$ cat config.mk
export PLATFORM = sky130hd
export DESIGN_NAME = pc_sequencer
export DESIGN_NICKNAME = d
export VERILOG_FILES = /design/src/rtl/pc_sequencer.sv
export SDC_FILE = /design/constraint.sdc
export NUM_CORES = 1
export LEC_CHECK = 0
export CAP_MARGIN = 30
export CORE_MARGIN = 5
export CORE_UTILIZATION = 46
export CTS_BUF_LIST = sky130_fd_sc_hd__clkbuf_8
export CTS_CLUSTER_SIZE = 14
export DETAILED_ROUTE_END_ITERATION = 7
export HOLD_SLACK_MARGIN = 0.05
export PLACE_DENSITY = 0.88
export SETUP_SLACK_MARGIN = 0.3
export SKIP_LAST_GASP = 1
export SYNTH_ARGS = -nofsm -noshare
export SYNTH_HDL_FRONTEND = slang
export SYNTH_SLANG_ARGS = --single-unit
export TNS_END_PERCENT = 20
$ cat constraint.sdc
create_clock -name Clk -period 2.2 [get_ports Clk]
set_input_delay 0.44 -clock Clk [delete_from_list [all_inputs] [get_ports Clk]]
set_output_delay 0.44 -clock Clk [all_outputs]
set_load 0.01 [all_outputs]
$ cat src/rtl/pc_sequencer.sv
// Program-counter register stage: fetch address, run/done status and a saturating retired-instruction count.
// Optional return stack enabled by defining RET_STACK_EN.
module pc_sequencer #(
    parameter int D           = 12,
    parameter int START_ADDR  = 0,
    parameter int CNT_W       = 16,
    parameter int STACK_DEPTH = 4
) (
    input  logic                Clk,
    input  logic                Reset_n,
    input  logic                start,
    input  logic                stall,
    input  logic                branch_taken,
    input  logic signed [D-1:0] target,
    input  logic                halt_req,
    input  logic                call_en,
    input  logic                ret_en,
    output logic [D-1:0]        prog_counter,
    output logic                running,
    output logic                done,
    output logic [CNT_W-1:0]    instr_count,
    output logic                stack_err
);

    typedef enum logic [1:0] {IDLE, RUN, HALTED} state_t;

    localparam logic [D-1:0] START_PC = D'(START_ADDR);

    if (START_ADDR < 0 || longint'(START_ADDR) >= (longint'(1) << D) || STACK_DEPTH < 1) begin : g_bad_params
        $error("pc_sequencer: START_ADDR must fit in D bits and STACK_DEPTH must be at least 1");
    end

    state_t         state;
    logic [D-1:0]   pc_inc;
    logic [D-1:0]   pc_rel;

    // Target is two's complement, so an unsigned D-bit add gives the signed offset modulo 2^D.
    assign pc_inc = prog_counter + D'(1);
    assign pc_rel = prog_counter + $unsigned(target);

    function automatic logic [CNT_W-1:0] sat_inc(input logic [CNT_W-1:0] v);
        return (&v) ? v : v + 1'b1;
    endfunction

`ifdef RET_STACK_EN
    localparam int              SP_W    = $clog2(STACK_DEPTH + 1);
    localparam int              IDX_W   = (STACK_DEPTH > 1) ? $clog2(STACK_DEPTH) : 1;
    localparam logic [SP_W-1:0] SP_FULL = SP_W'(STACK_DEPTH);

    logic [D-1:0]    stack_mem [STACK_DEPTH];
    logic [SP_W-1:0] sp;
    logic            stack_err_q;
    logic            op_active;
    logic            push_en;
    logic [D-1:0]    top_entry;

    assign stack_err = stack_err_q;
    assign op_active = (state == RUN) && !start && !stall && !halt_req;
    assign push_en   = op_active && !ret_en && call_en && (sp != SP_FULL);
    assign top_entry = stack_mem[IDX_W'(sp - 1'b1)];

    // Stack storage is pure data and carries no reset; sp alone defines validity.
    always_ff @(posedge Clk) begin
        if (push_en) begin
            stack_mem[IDX_W'(sp)] <= pc_inc;
        end
    end
`else
    assign stack_err = 1'b0;
`endif

    always_ff @(posedge Clk or negedge Reset_n) begin
        if (!Reset_n) begin
            state        <= IDLE;
            prog_counter <= START_PC;
            running      <= 1'b0;
            done         <= 1'b0;
            instr_count  <= '0;
`ifdef RET_STACK_EN
            sp           <= '0;
            stack_err_q  <= 1'b0;
`endif
        end else if (start) begin
            // start behaves identically from IDLE, RUN and HALTED
            state        <= RUN;
            running      <= 1'b1;
            done         <= 1'b0;
            prog_counter <= START_PC;
            instr_count  <= '0;
`ifdef RET_STACK_EN
            sp           <= '0;
            stack_err_q  <= 1'b0;
`endif
        end else if (state == RUN && !stall) begin
            instr_count <= sat_inc(instr_count);
            if (halt_req) begin
                state   <= HALTED;
                running <= 1'b0;
                done    <= 1'b1;
            end
`ifdef RET_STACK_EN
            else if (ret_en) begin
                if (sp == '0) begin
                    prog_counter <= pc_inc;
                    stack_err_q  <= 1'b1;
                end else begin
                    prog_counter <= top_entry;
                    sp           <= sp - 1'b1;
                end
            end else if (call_en) begin
                prog_counter <= pc_rel;
                if (sp == SP_FULL) begin
                    stack_err_q <= 1'b1;
                end else begin
                    sp <= sp + 1'b1;
                end
            end
`else
            else if (ret_en) begin
                prog_counter <= pc_inc;
            end else if (call_en) begin
                prog_counter <= pc_rel;
            end
`endif
            else if (branch_taken) begin
                prog_counter <= pc_rel;
            end else begin
                prog_counter <= pc_inc;
            end
        end
    end

endmodule
==> Word-level counts from Yosys, hierarchy flattened <==
Index checks and enable logic that the tools add are counted.
{ "op_classes": {"add_sub_neg": 3, "n_eq_ne": 3, "n_reduce_logical": 8, "n_mux": 18} }
{ "ops": {"columns": ["op", "n"], "rows": [
  ["12-bit 2-to-1 mux", 6],
  ["16-bit 2-to-1 mux", 3],
  ["16-bit by 1-bit adder with 16-bit output (second input constant)", 1],
  ["16-bit AND reduction", 1],
  ["12-bit by 1-bit adder with 12-bit output (second input constant)", 1],
  ["12-bit adder", 1],
  ["1-bit 2-to-1 mux", 6],
  ["2-bit 2-to-1 mux", 3],
  ["2-bit AND reduction", 3],
  ["2-bit inequality test (second input constant)", 2],
  ["2-bit nonzero test", 2],
  ["2-bit by 1-bit == test with 1-bit output (second input constant)", 1],
  ["1-bit logical AND", 1],
  ["1-bit zero test", 1]
]} }
{ "totals": {"reg_bits": 32, "input_bits": 20, "output_inout_bits": 31, "elab_cells": 37} }

==> Depth between registers and ports, before layout <==
Gate-level depths: netlist of run 1.
{ "depth": {"word_depth": 7, "depth_mapped": 8} }

==> Least setup slack after synthesis of run 1 <==
OpenSTA, ideal clock, no wires.
{ "synth_timing": {"kind": "flip-flop to flip-flop", "from": "reg prog_counter[0]", "to": "reg prog_counter[10]", "n_path_buf": 0, "synth_period_minus_slack_ns": 2.295, "slack_ns": -0.095, "path_stages_with_launch": 9, "arrival_time_ns": 2.156, "cell_sequence": "dfrtp_1 > ha_1 > fa_1 > a211o_1 > a21oi_1 > o311ai_0 > a21oi_1 > xor2_1 > o221ai_1"} }
{ "synth_between": {"elab_chain_len": 7, "elab_cells_between_ends": 8, "cone_classes": "add/sub: 2; mux: 6"} }
{ "synth_lines": {"columns": ["item", "line", "text"], "rows": [
  ["start: declaration", "18", "output logic [D-1:0] prog_counter,"],
  ["start signal: assignment", "120", "prog_counter <= pc_inc;"],
  ["start signal: assignment", "122", "prog_counter <= pc_rel;"],
  ["start signal: assignment", "126", "prog_counter <= pc_rel;"],
  ["12-bit by 1-bit adder with 12-bit output / 12-bit adder (equally long branches)", "38, 39", null],
  ["12-bit 2-to-1 mux", "125", "else if (branch_taken) begin"],
  ["12-bit 2-to-1 mux", "121", "end else if (call_en) begin"],
  ["12-bit 2-to-1 mux (*)", "119", "else if (ret_en) begin"],
  ["12-bit 2-to-1 mux (*)", "96", "if (halt_req) begin"],
  ["12-bit 2-to-1 mux (*)", "94", "end else if (state == RUN && !stall) begin"],
  ["12-bit 2-to-1 mux (*)", "83", "end else if (start) begin"]
]} }
Mark *: on every way between the ends. The rest lies on a longest branch, timed or not. The select of a mux whose other input is x is not followed.
A chain may end at the register's enable or synchronous reset.

==> Worst setup path in the final report of run 1 <==
{ "layout_timing": {"from": "in target[0]", "to": "reg prog_counter[8]"} }
{ "layout_between": {"elab_chain_len": 7} }
{ "layout_lines": {"columns": ["item", "line", "text"], "rows": [
  ["start: declaration", "14", "input logic signed [D-1:0] target,"],
  ["12-bit adder (*)", "39", "assign pc_rel = prog_counter + $unsigned(target);"],
  ["12-bit 2-to-1 mux", "125", null],
  ["12-bit 2-to-1 mux (*)", "121", null],
  ["12-bit 2-to-1 mux (*)", "119", null],
  ["12-bit 2-to-1 mux (*)", "96", null],
  ["12-bit 2-to-1 mux (*)", "94", null],
  ["12-bit 2-to-1 mux (*)", "83", null]
]} }
Marked as above.

==> results of run 1 <==
-- cells in the final DEF (no fill, tap or decap), types with 3 or more instances in the layout --
cell type,synthesis,layout
a21o_1,7,7
a21oi_1,16,12
a31oi_1,5,5
and3_1,3,3
buf_4,1,46
buf_6,1,3
clkbuf_8,0,6
clkdlybuf4s50_1,0,43
dfrtp_1,30,28
dlygate4sd2_1,0,3
dlymetal6s2s_1,0,3
ha_1,13,6
ha_4,0,5
inv_1,4,4
nand2_1,20,20
nand3_1,13,13
nand4_1,9,9
nor2_1,36,34
nor3_1,7,5
nor3b_1,3,3
o21ai_0,19,17
o221ai_1,3,3
xnor2_1,7,7
xor2_1,16,16
-- metal layers --
| metal | vias up | global-route usage [%] | share of wire [%] |
|---|---|---|---|
| met2 | 117 | 33.2 | 49 |
| met1 | 1097 | 25.8 | 40 |
| met5 | - | 0 | 0 |
| met3 | 32 | 4.86 | 6.7 |
| met4 | 0 | 9.97 | 4.3 |
| li1 | 1082 | - | - |
-- worst max-delay path: stages --
cell	delay, ns
dlygate4sd2_1	0.27
ha_4	0.18
fa_2	0.34
a211o_1	0.32
a21oi_4	0.21
nand2_1	0.07
a31oi_1	0.22
xor2_1	0.24
o221ai_1	0.13
-- sequential cells by signal, summed over array words and instances (netlist names) --
name / count
prog_counter: 12
instr_count: 16
state: 2
-- layout make-up --
cell class	count	area, um^2
multi-input cells	203	1430
fillers	275	1100
repair buffers	98	873
flip-flops and latches	30	753
clock buffers	6	82.6
well taps	52	65.1
clock inverters	2	60.1
inverters	4	15.0
-- metrics by stage --
step	cells	setup WS (ns)	cell area (um^2)	setup TNS, ns	util (%)
2_1_floorplan	244	0.0982	2110	0	-
3_3_place_gp	376	-0.440	2910	-3.18	66.3
3_5_place_dp	376	-0.546	2910	-3.95	66.3
4_1_cts	389	0.0390	3120	0	71.3
5_1_grt	395	-0.131	3280	-0.154	74.9
6_report	395	-0.0575	3280	-0.0575	74.9
-- kinds of logic (layout without fill, tap and decap cells) --
logic type	Yosys count	in the layout	synth area share, %
AOI/OAI and AO/OA	63	63	19.0
muxes	2	2	0.960
adders and majority gates	14	14	8.76
other	1	1	0.180
and+or+nand+nor	100	100	22.9
buffers and inverters	11	110	2.58
DFF	30	30	36.0
xor gates and xnor gates	23	23	9.66
-- repair_timing --
item                                    CTS  global route
buffers inserted                          5             6
resized for setup                         8            25
hold buffers                              0             0
endpoints found under the setup margin   19            23
pin swaps                                 8            16
-- power breakdown --
group          switching [mW]  internal (mW)
registers              0.0190          0.567
logic                   0.164          0.177
clock network           0.224          0.483
-- path summary, 6_finish.rpt --
kind | start | endpoint | slack (ns) | depth (start not counted)
hold / removal | Reset_n | instr_count[9] | 0.53 | 2
setup reg to reg | prog_counter[0] | prog_counter[8] | -0.05 | 8
max in group asynchronous | Reset_n | prog_counter[0] | 1.35 | 2
min in group Clk | instr_count[6] | instr_count[6] | 0.54 | 1
hold reg to reg | instr_count[6] | instr_count[6] | 0.54 | 1
setup / recovery | target[0] | prog_counter[8] | -0.06 | 9
==> impl_metrics.ini, run 1 <==
[run_status]
status = finished, violations left
violations = negative setup slack

[clock_network]
cts_buffers = 5
insertion_delay_ns = 0.29
clk_path_buf_depth = 2
clk_pin_slew_ns = 0.07
cts.sinks = 30
cts-root-buf = clkbuf_8
h-tree-depth = 2
tritoncts = yes

[layout]
area_delta_synth_final_pct = 57.4
drive_above_1_share_pct = 24.5
diodes = 0
layout.nets = 376

[critical_path]
crit_fanout = 3
start_kind = input pin
critPathCaptureType = register
critPathKind = input pin to register
crit_arrival_ns = 2.41
required_ns = 2.36

[logic_synthesis]
syn_nets = 278
synthTopCellsByArea = dfrtp_1 (36%), ha_1 (7.8%), xor2_1 (6.7%)
synth-edff-count = 0
syn_avg_cell_area_um2 = 8.55
ys_ff_latch = 30
synth.distinct_cells = 45
yosys.area.top_type = dfrtp_1
synth_ff_type = dfrtp_1
synthTopCellsByCount = nor2_1 (36), dfrtp_1 (30), nand2_1 (20), o21ai_0 (19)
syn-instance-count = 244
yosys.area.top_type_share_pct = 36.0
ys_async_sr_fraction_pct = 100
yosys_warnings = 0
synth-seq-area-share_pct = 36.0
syn_area_um2 = 2090
yosysMostFrequentCell = nor2_1

[detailed_routing]
first_pass_iters = 5
drc_errors = 0
wl_per_cell_um = 16.6
postRouteAntennaNets = 0
drtIter0Drc = 207
viasPerCell = 5.89
drt-total-wl_um = 6540
vias = 2328

[sta]
fin_crit_sh_pct = 103
holdWs_ns = 0.534
skew_ns = 0.00826
hold_viol = 0
clock.fmax_mhz = 443
rsz0062_at_grt = true
finalSetupViolations = 1
finalCriticalPeriod_ns = 2.26
layout_setup_ws_ns = -0.0575
drv_slew = 0

[placed_design]
gp_congestion = 0.877
hpwl_um = 4330
port-buffer-count = 49

[run]
max_cap_violations = 0

[floorplanning]
die_w_um = 77.3
core_um2 = 4380
ios = 51
initial_utilization_pct = 47.6
dieArea_um2 = 5980
die_h_um = 77.3
placementRows = 24

[pwr]
vdd_ir_drop_max_mv = 0.332
power_mw = 1.63
power_leakage_nw = 1.48
power_density_nw_per_um2 = 498

[global_route]
grt_max_degree = 31
antenna_found_initial = 0
first_global_vias = 2297
grt_overflow = 0
grt_pass1_wl_um = 10200
track_usage_pct = 20.5

[worst_hold_path]
holdCritPathClass = input pin to async pin
(Power assumes the default switching activity.)
==> run 2, diff against run 1 <==
--- a/config.mk
+++ b/config.mk
@@ -9,6 +9,7 @@
 export CORE_MARGIN = 5
 export CORE_UTILIZATION = 46
 export CTS_BUF_LIST = sky130_fd_sc_hd__clkbuf_8
+export CTS_CLUSTER_DIAMETER = 30
 export CTS_CLUSTER_SIZE = 14
 export DETAILED_ROUTE_END_ITERATION = 7
 export HOLD_SLACK_MARGIN = 0.05
==> results of run 2 <==
The final DEF is identical to that of run 1; final timing and power are the same.
==> run 3, diff against run 2 <==
--- a/config.mk
+++ b/config.mk
@@ -6,7 +6,6 @@
 export NUM_CORES = 1
 export LEC_CHECK = 0
 export CAP_MARGIN = 30
-export CORE_MARGIN = 5
 export CORE_UTILIZATION = 46
 export CTS_BUF_LIST = sky130_fd_sc_hd__clkbuf_8
 export CTS_CLUSTER_DIAMETER = 30
==> run 3 against run 2 <==
Net effect:
- largest power group is now sequential cells
- non-clock buffer count fell by 5
- the flow now finishes without violations
- global-route usage increased by 4.4 points
- sequential cell count is the same
- worst hold slack gained 0.0016 ns
- critical path depth decreased by 1
- highest routed layer unchanged
==> impl_metrics.ini, run 3 (synthesis gave the netlist of run 1 again) <==
[run_status]
status = completed

[floorplanning]
dieArea_um2 = 4810
die_h_um = 69.3
die_w_um = 69.3
placementRows = 24
ios = 51
initial_utilization_pct = 47.9
core_um2 = 4350

[detailed_routing]
wl_per_cell_um = 14.9
drc_errors = 0
viasPerCell = 5.81
drtIter0Drc = 264
postRouteAntennaNets = 0
vias = 2265
drt-total-wl_um = 5800
first_pass_iters = 4

[placed_design]
place_area_um2 = 2910
post-place-ws_ns = -0.503
gp_congestion = 0.942
port-buffer-count = 49
hpwl_um = 4130
dp_cells = 376

[layout]
final_common_cell = clkdlybuf4s50_1
stdcell_area_um2 = 3120
largestRegisters = instr_count (16), prog_counter (12), state (2)
finish.utilization_pct = 71.6
diodes = 0
drive_above_1_share_pct = 20.7
layout_common_cells = clkdlybuf4s50_1 (43), buf_4 (41), nor2_1 (36)
regMostFlops = instr_count
finalNonFillerCells = 390
layout.nets = 371
area_delta_synth_final_pct = 49.5
largest_register_ffs = 16

[pwr]
power_leakage_nw = 1.39
vdd_ir_drop_max_mv = 0.268
switching_share_pct = 28.0
clkPwrFrac_pct = 33.6
pwr-share-comb_pct = 23.2
internal_power_mw = 0.983
power_density_nw_per_um2 = 438
p_switching_mw = 0.382
pwr-share-seq_pct = 43.2

[critical_path]
critPathKind = register to register
crit_arrival_ns = 2.33
crit_path_top_delay_cell = dfrtp_2
crit_fanout = 3
max_stage_delay_ns = 0.43
critPathCaptureType = register
required_ns = 2.34
start_kind = register
path_cells = ha_4 -> fa_2 -> a211o_1 -> a21oi_2 -> o311ai_1 -> a21oi_1 -> xor2_1 -> o221ai_1

[sta]
clock.fmax_mhz = 456
drv_slew = 0
finalCriticalPeriod_ns = 2.19
fin_setup_tns_ns = 0
layout_setup_ws_ns = 0.00873
skew_ns = 0.00481
fin_crit_sh_pct = 99.6
finalSetupViolations = 0
rsz0062_at_grt = true
hold_viol = 0

[global_route]
grt_max_degree = 31
grt_overflow = 0
grt_pass1_wl_um = 9760
antenna_found_initial = 0
first_global_vias = 2212
track_usage_pct = 24.9

[clock_network]
insertion_delay_ns = 0.29
clk_pin_slew_ns = 0.06
cts.sinks = 30
h-tree-depth = 2
cts_buffers = 5
cts-root-buf = clkbuf_8
clk_path_buf_depth = 2
tritoncts = yes

[worst_hold_path]
holdCritPathClass = input pin to async pin

[run]
max_cap_violations = 0
## run 3: cell count changes in the layout (fill, tap and decap cells not counted), sizes merged
cell | before | now
buf | 49 | 43
bufinv | 2 | 0
clkdlybuf4s15 | 0 | 1
clkinv | 0 | 1
dlygate4sd2 | 3 | 6
dlymetal6s2s | 3 | 0
inv | 4 | 5
## run 3: repair_timing
action,CTS,global route
endpoints found under the setup margin,19,20
gates resized for setup,15,7
setup buffers,2,3
pin swaps,18,7
cloned,1,0
hold buffers,0,0
## run 3: power by group through the flow
| stage | clock (mW) | combinational [mW] | sequential, mW |
|---|---|---|---|
| 2_1_floorplan | 0 | 0.133 | 0.602 |
| 3_3_place_gp | 0 | 0.284 | 0.594 |
| 3_5_place_dp | 0 | 0.294 | 0.596 |
| 4_1_cts | 0.466 | 0.305 | 0.586 |
| 5_1_grt | 0.494 | 0.345 | 0.591 |
| 6_report | 0.459 | 0.317 | 0.589 |
## run 3: metal layers
metal,vias to the layer above,part of all wire (%),track usage [%]
li1,1073,-,-
met1,1098,42,31.0
met2,79,52,42.8
met3,15,4.0,3.78
met4,0,2.0,10.4
met5,-,0,0
## run 3: critical path, delay by kind of cell, from the launching register on
kind                       cells  cell delay, ns
DFF                            1            0.43
adders and majority gates      2            0.52
AOI/OAI and AO/OA              5            0.92
xor gates and xnor gates       1            0.17
## run 3: path summary, 6_finish.rpt
check                           startpoint                to  slack (ns)  cells after the start
max reg2reg                prog_counter[0]  prog_counter[10]       0.009                      8
max                        prog_counter[0]  prog_counter[10]       0.009                      8
max in group asynchronous          Reset_n   prog_counter[0]        1.36                      2
min in group Clk            instr_count[6]    instr_count[6]        0.54                      1
min                                Reset_n    instr_count[9]        0.54                      2
min reg2reg                 instr_count[6]    instr_count[6]        0.54                      1
## run 3: area by class of cell
type                    instances  area [um^2]
clock buffers                   6         82.6
clock inverters                 2         8.76
repair buffers                 93          825
fillers                       315         1240
well taps                      52         65.1
inverters                       4         15.0
multi-input cells             203         1370
flip-flops and latches         30          754
## run 3: through the flow
stage | hold WS, ns | power (mW)
final | 0.536 | 1.36
after global routing | 0.549 | 1.43
after CTS | 0.532 | 1.36
after detailed placement | 0.516 | 0.890
after global placement | 0.508 | 0.879
after floorplan | 0.144 | 0.735
